**src/rtl/hv_dispatch.sv**
```systemverilog
// hv_dispatch: assembles narrow DMA beats into full DIM+1-bit hypervectors
// and hands each one to a compute core, round-robin, via valid/ready with a
// one-hot core select.
// Optional build macro: HV_DISPATCH_BCAST_EN adds a `bcast` input that sends
// a vector to all cores at once (handoff waits for every core to be ready).
module hv_dispatch #(
  parameter int DIM     = 1023,
  parameter int CORENUM = 12,
  parameter int BUSW    = 64
) (
  input  logic               clk,
  input  logic               rst,
  input  logic               src_v,
  input  logic [BUSW-1:0]    src_d,
  input  logic               src_last,
  output logic               src_ready,
  input  logic [CORENUM-1:0] core_ready,
  output logic [DIM:0]       hv_d,
  output logic               hv_v,
  output logic [CORENUM-1:0] hv_sel,
`ifdef HV_DISPATCH_BCAST_EN
  output logic               load_done,
  input  logic               bcast
`else
  output logic               load_done
`endif
);

  localparam int BEATS = (DIM + 1) / BUSW;
  localparam int BW    = (BEATS > 1) ? $clog2(BEATS) : 1;
  localparam int PW    = (CORENUM > 1) ? $clog2(CORENUM) : 1;

  typedef enum logic [0:0] {
    FILL  = 1'b0,
    ISSUE = 1'b1
  } state_t;

  state_t             r_state;
  state_t             w_state_nxt;

  logic [BW-1:0]      r_beat;
  logic [PW-1:0]      r_ptr;
  logic               r_last_pend;
  logic [DIM:0]       r_hv_d;
  logic               r_hv_v;
  logic [CORENUM-1:0] r_hv_sel;
  logic               r_load_done;

  logic [DIM:0]       w_hv_fill;
  logic [CORENUM-1:0] w_sel_onehot;
  logic               w_src_ready;
  logic               w_accept;
  logic               w_final_beat;
  logic               w_vec_end;
  logic               w_ptr_hit;
  logic               w_handoff;
  logic               w_bcast_in;
  logic               w_bcast;

`ifdef HV_DISPATCH_BCAST_EN
  logic               r_bcast;

  assign w_bcast_in = bcast;
  assign w_bcast    = r_bcast;
`else
  assign w_bcast_in = 1'b0;
  assign w_bcast    = 1'b0;
`endif

  assign w_sel_onehot = CORENUM'(1) << r_ptr;
  assign w_ptr_hit    = |(core_ready & w_sel_onehot);
  assign w_final_beat = (r_beat == BW'(BEATS - 1));

  // State register
  always_ff @(posedge clk) begin
    if (rst) begin
      r_state <= FILL;
    end else begin
      r_state <= w_state_nxt;
    end
  end

  // Next-state: FILL until the vector ends, ISSUE until the target core takes it
  always_comb begin
    w_state_nxt = r_state;
    case (r_state)
      FILL: begin
        if (w_accept && w_vec_end) begin
          w_state_nxt = ISSUE;
        end
      end
      ISSUE: begin
        if (w_handoff) begin
          w_state_nxt = FILL;
        end
      end
      default: w_state_nxt = FILL;
    endcase
  end

  // Output/handshake decode; src_ready depends only on registered state and rst
  always_comb begin
    w_src_ready = 1'b0;
    w_accept    = 1'b0;
    w_vec_end   = 1'b0;
    w_handoff   = 1'b0;
    if (!rst && (r_state == FILL)) begin
      w_src_ready = 1'b1;
    end
    w_accept  = src_v && w_src_ready;
    w_vec_end = w_final_beat || src_last;
    if (r_state == ISSUE) begin
      w_handoff = w_bcast ? (&core_ready) : w_ptr_hit;
    end
  end

  // Beat insertion: current beat lands in its slice; an early src_last
  // clears every slice above it in the same write
  always_comb begin
    w_hv_fill = r_hv_d;
    for (int unsigned j = 0; j < BEATS; j++) begin
      if (j == 32'(r_beat)) begin
        w_hv_fill[j*BUSW +: BUSW] = src_d;
      end else if (src_last && (j > 32'(r_beat))) begin
        w_hv_fill[j*BUSW +: BUSW] = '0;
      end
    end
  end

  // Datapath, core pointer, transfer tracking and registered outputs
  always_ff @(posedge clk) begin
    if (rst) begin
      r_beat      <= '0;
      r_ptr       <= '0;
      r_last_pend <= 1'b0;
      r_hv_d      <= '0;
      r_hv_v      <= 1'b0;
      r_hv_sel    <= '0;
      r_load_done <= 1'b0;
`ifdef HV_DISPATCH_BCAST_EN
      r_bcast     <= 1'b0;
`endif
    end else begin
      r_load_done <= w_handoff && r_last_pend;

      if (w_accept) begin
        r_hv_d <= w_hv_fill;
        r_beat <= w_vec_end ? '0 : r_beat + 1'b1;
        if (src_last) begin
          r_last_pend <= 1'b1;
        end
        if (w_vec_end) begin
          r_hv_v   <= 1'b1;
          r_hv_sel <= w_bcast_in ? '1 : w_sel_onehot;
`ifdef HV_DISPATCH_BCAST_EN
          r_bcast  <= bcast;
`endif
        end
      end

      if (w_handoff) begin
        r_hv_v   <= 1'b0;
        r_hv_sel <= '0;
        r_beat   <= '0;
        // End of transfer restarts the rotation at core 0, even after a broadcast
        if (r_last_pend) begin
          r_ptr       <= '0;
          r_last_pend <= 1'b0;
        end else if (!w_bcast) begin
          r_ptr <= (r_ptr == PW'(CORENUM - 1)) ? '0 : r_ptr + 1'b1;
        end
      end
    end
  end

  assign src_ready = w_src_ready;
  assign hv_d      = r_hv_d;
  assign hv_v      = r_hv_v;
  assign hv_sel    = r_hv_sel;
  assign load_done = r_load_done;

endmodule

```
**config.mk**
```make
export PLATFORM = sky130hd
export DESIGN_NAME = hv_dispatch
export DESIGN_NICKNAME = d
export VERILOG_FILES = /design/src/rtl/hv_dispatch.sv
export SDC_FILE = /design/constraint.sdc
export NUM_CORES = 2
export LEC_CHECK = 0
export ABC_AREA = 1
export CAP_MARGIN = 20
export CELL_PAD_IN_SITES_DETAIL_PLACEMENT = 1
export CELL_PAD_IN_SITES_GLOBAL_PLACEMENT = 2
export CORE_AREA = 2 2 435 437
export CTS_BUF_LIST = sky130_fd_sc_hd__clkbuf_8
export CTS_CLUSTER_DIAMETER = 30
export DETAILED_ROUTE_END_ITERATION = 10
export DIE_AREA = 0 0 437 439
export GPL_ROUTABILITY_DRIVEN = 1
export GPL_TIMING_DRIVEN = 1
export HOLD_SLACK_MARGIN = 0.12
export PLACE_DENSITY_LB_ADDON = 0.1
export SYNTH_ARGS = -nofsm -noshare
export SYNTH_HDL_FRONTEND = slang
export SYNTH_SLANG_ARGS = --single-unit
```
**constraint.sdc**
```tcl
create_clock -name clk -period 3.7 [get_ports clk]
set_clock_uncertainty 0.05 [all_clocks]
set_input_delay 0.925 -clock clk [delete_from_list [all_inputs] [get_ports clk]]
set_output_delay 0.925 -clock clk [all_outputs]
set_load 0.02 [all_outputs]
```
==> results.toml <==
[status]
status = "finished clean"

[place]
gp_congestion = 0.800
dp_hpwl_um = 155000
dp_cells = 8253
portBuffers = 1118

[logic_synthesis]
synth_top_area_frac = 0.553
yosysUniqueCellTypes = 33
synth_seq_cells = 1048
syn-num-nets = 5022
synth_area_per_cell_um2 = 7.69
syn_inst = 4933
ys_warn_count = 0
yosysSeqAreaShare = 0.553
ys_top_cells_by_area = "dfxtp_1 55%, nand2_1 15%, a21oi_1 13%"
syn_area_mm2 = 0.0379
synth_top_area_cell = "dfxtp_1"

[finish]
final_nets = 6230
stdcell_count = 8928
final_cell_mix = "1555 x nand2_1, 1103 x clkdlybuf4s50_1, 1048 x dfxtp_1"
syn2layout_area_growth_pct = 57.9
fill_cells = 22000
layout_commonest_cell = "nand2_1"
drive_above_1_share = 0.127

[drt]
via_per_inst = 4.41
drc = 0
drt-total-wl_um = 236000
initialDrtViolationCount = 2036
wl_per_cell_um = 26.5
antenna_left = 0
vias = 39400
dr.pass1.iters = 5

[clock_network]
post_cts_buffers = 0
htree_num_levels = 5
hold_buffers = 0
cts-root-buf = "clkbuf_8"
post_cts_resize_count = 0
tritoncts.num_buffers = 381
clk_pin_slew_ns = 0.04
cts_sinks = 1048
tritoncts = "done"
clock_latency_ns = 1.04
clk_path_buf_depth = 4

[timing]
worst_pin_slew_ns = 1.44
hold_violations = 0
final_max_slew_viol_count = 0
fmax_mhz = 309
period_needed_ns = 3.24
post-route-period-util = 0.875
rsz0062_at_grt = "false"
tns_ns = 0
slew_headroom = 0.0417
setup_viol = 0

[hold_path]
hold_path.class = "input port to register"

[floorplanning]
core_area_mm2 = 0.187
die-height_um = 439
start_util = 0.203
rows = 159
io-pin-count = 1119
die_area_mm2 = 0.192
die_width_um = 437

[setup_path]
crit_path_end_kind = "primary output"
path_max_fanout = 6
critPathRequiredTime_ns = 2.72
worst-setup-path-type = "register to primary output"
worst_ep_arrival_time_ns = 2.26
worstSetupStartpointType = "register"

[power]
vdd_drop_max_uv = 493
p_leak_uw = 0.0216
pwr_density_cell_mw_per_mm2 = 555

[grt]
grt_max_degree = 196
grt_pass1_vias = 40100
antenna_found_initial = 19
grt_usage = 0.237
grt_pass1_wl_um = 323000
grt-ovfl-total = 0

[job]
drv_cap = 0
-- state kept, by name, indices dropped and copies added (netlist names) --
register	flops
r_last_pend	1
r_state	1
r_beat	4
hv_d	1024
load_done	1
hv_sel	12
r_ptr	4
hv_v	1
-- through the flow --
| stage | instance area (um^2) | total power (uW) | util | hold slack, ns | setup WS [ns] |
|---|---|---|---|---|---|
| 5_1_grt | 59900 | 34600 | 0.320 | 0.354 | 0.353 |
| 4_1_cts | 59900 | 33800 | 0.320 | 0.327 | 0.343 |
| 6_report | 59900 | 33300 | 0.320 | 0.364 | 0.462 |
| 2_1_floorplan | 37900 | 12500 | - | 0.399 | 1.26 |
| 3_3_place_gp | 51900 | 13700 | 0.278 | 0.397 | 0.275 |
| 3_5_place_dp | 52000 | 13700 | 0.278 | 0.401 | 0.275 |
-- kinds of logic (layout without fill, tap and decap cells) --
group                    after synthesis  in the layout  share of synthesized area
AO/OA/AOI/OAI                       1184           1184                      0.162
XOR/XNOR                               1              1                   0.000231
adder cells (fa/ha/maj)                9              9                    0.00297
buffers and inverters                768           2258                     0.0820
flip-flops                          1048           1048                      0.553
other                                  0             10                          0
AND/OR/NAND/NOR                     1923           1923                      0.200
-- power breakdown --
part	switching (uW)	internal (uW)
Combinational	1440	510
Sequential	71.6	11500
Clock	7060	12700
-- worst paths after layout --
path              startpoint        end  slack, ns  cells after the start
hold reg to reg    hv_d[997]  hv_d[997]       0.41                      2
hold / removal           rst  hv_d[962]       0.36                      3
setup reg to reg   r_beat[3]  hv_d[968]       0.94                     10
setup / recovery     r_state  src_ready       0.46                      2
-- cells in the mapped netlist --
cell	count
a21oi_1	956
a21oi_2	20
a21oi_4	4
a22oi_1	2
buf_1	15
buf_2	130
buf_4	4
buf_6	7
clkbuf_1	261
clkinv_1	1
dfxtp_1	1048
ha_1	9
inv_1	341
inv_2	9
nand2_1	1557
nand2_2	21
nand2_4	1
nand3_1	86
nand4_1	11
nor2_1	169
nor2_2	4
nor2_4	3
nor3_1	65
nor3_2	4
nor4_4	1
o2111ai_2	1
o211ai_2	1
o21ai_0	134
o21ai_2	1
o221ai_1	1
o22ai_1	64
or2_2	1
xor2_1	1
-- per-layer routing --
metal | wire length, um | share of wire | track usage | vias to the layer above
met3 | 15900 | 0.067 | 0.0661 | 386
li1 | - | - | - | 18300
met1 | 95800 | 0.41 | 0.278 | 19500
met4 | 10200 | 0.043 | 0.108 | 0
met2 | 114000 | 0.48 | 0.400 | 1275
met5 | 0 | 0 | 0 | -
-- area by class of cell --
type                       count  area, um^2  share of cell area
antenna                       10        25.0            0.000418
clock buffer                 485        6680               0.111
clock inverter               180        1230              0.0206
inverter                     351        1330              0.0221
multi-input combinational   3117       14000               0.234
sequential                  1048       21000               0.350
tap                         2495        3120              0.0521
timing repair buffer        1242       12500               0.209
-- critical path, stage by stage (launching register included) --
cell	delay [ns]
dfxtp_1	0.40
nor2_4	0.20
clkdlybuf4s50_1	0.62
No activity file was read; power rests on OpenSTA's default activity.
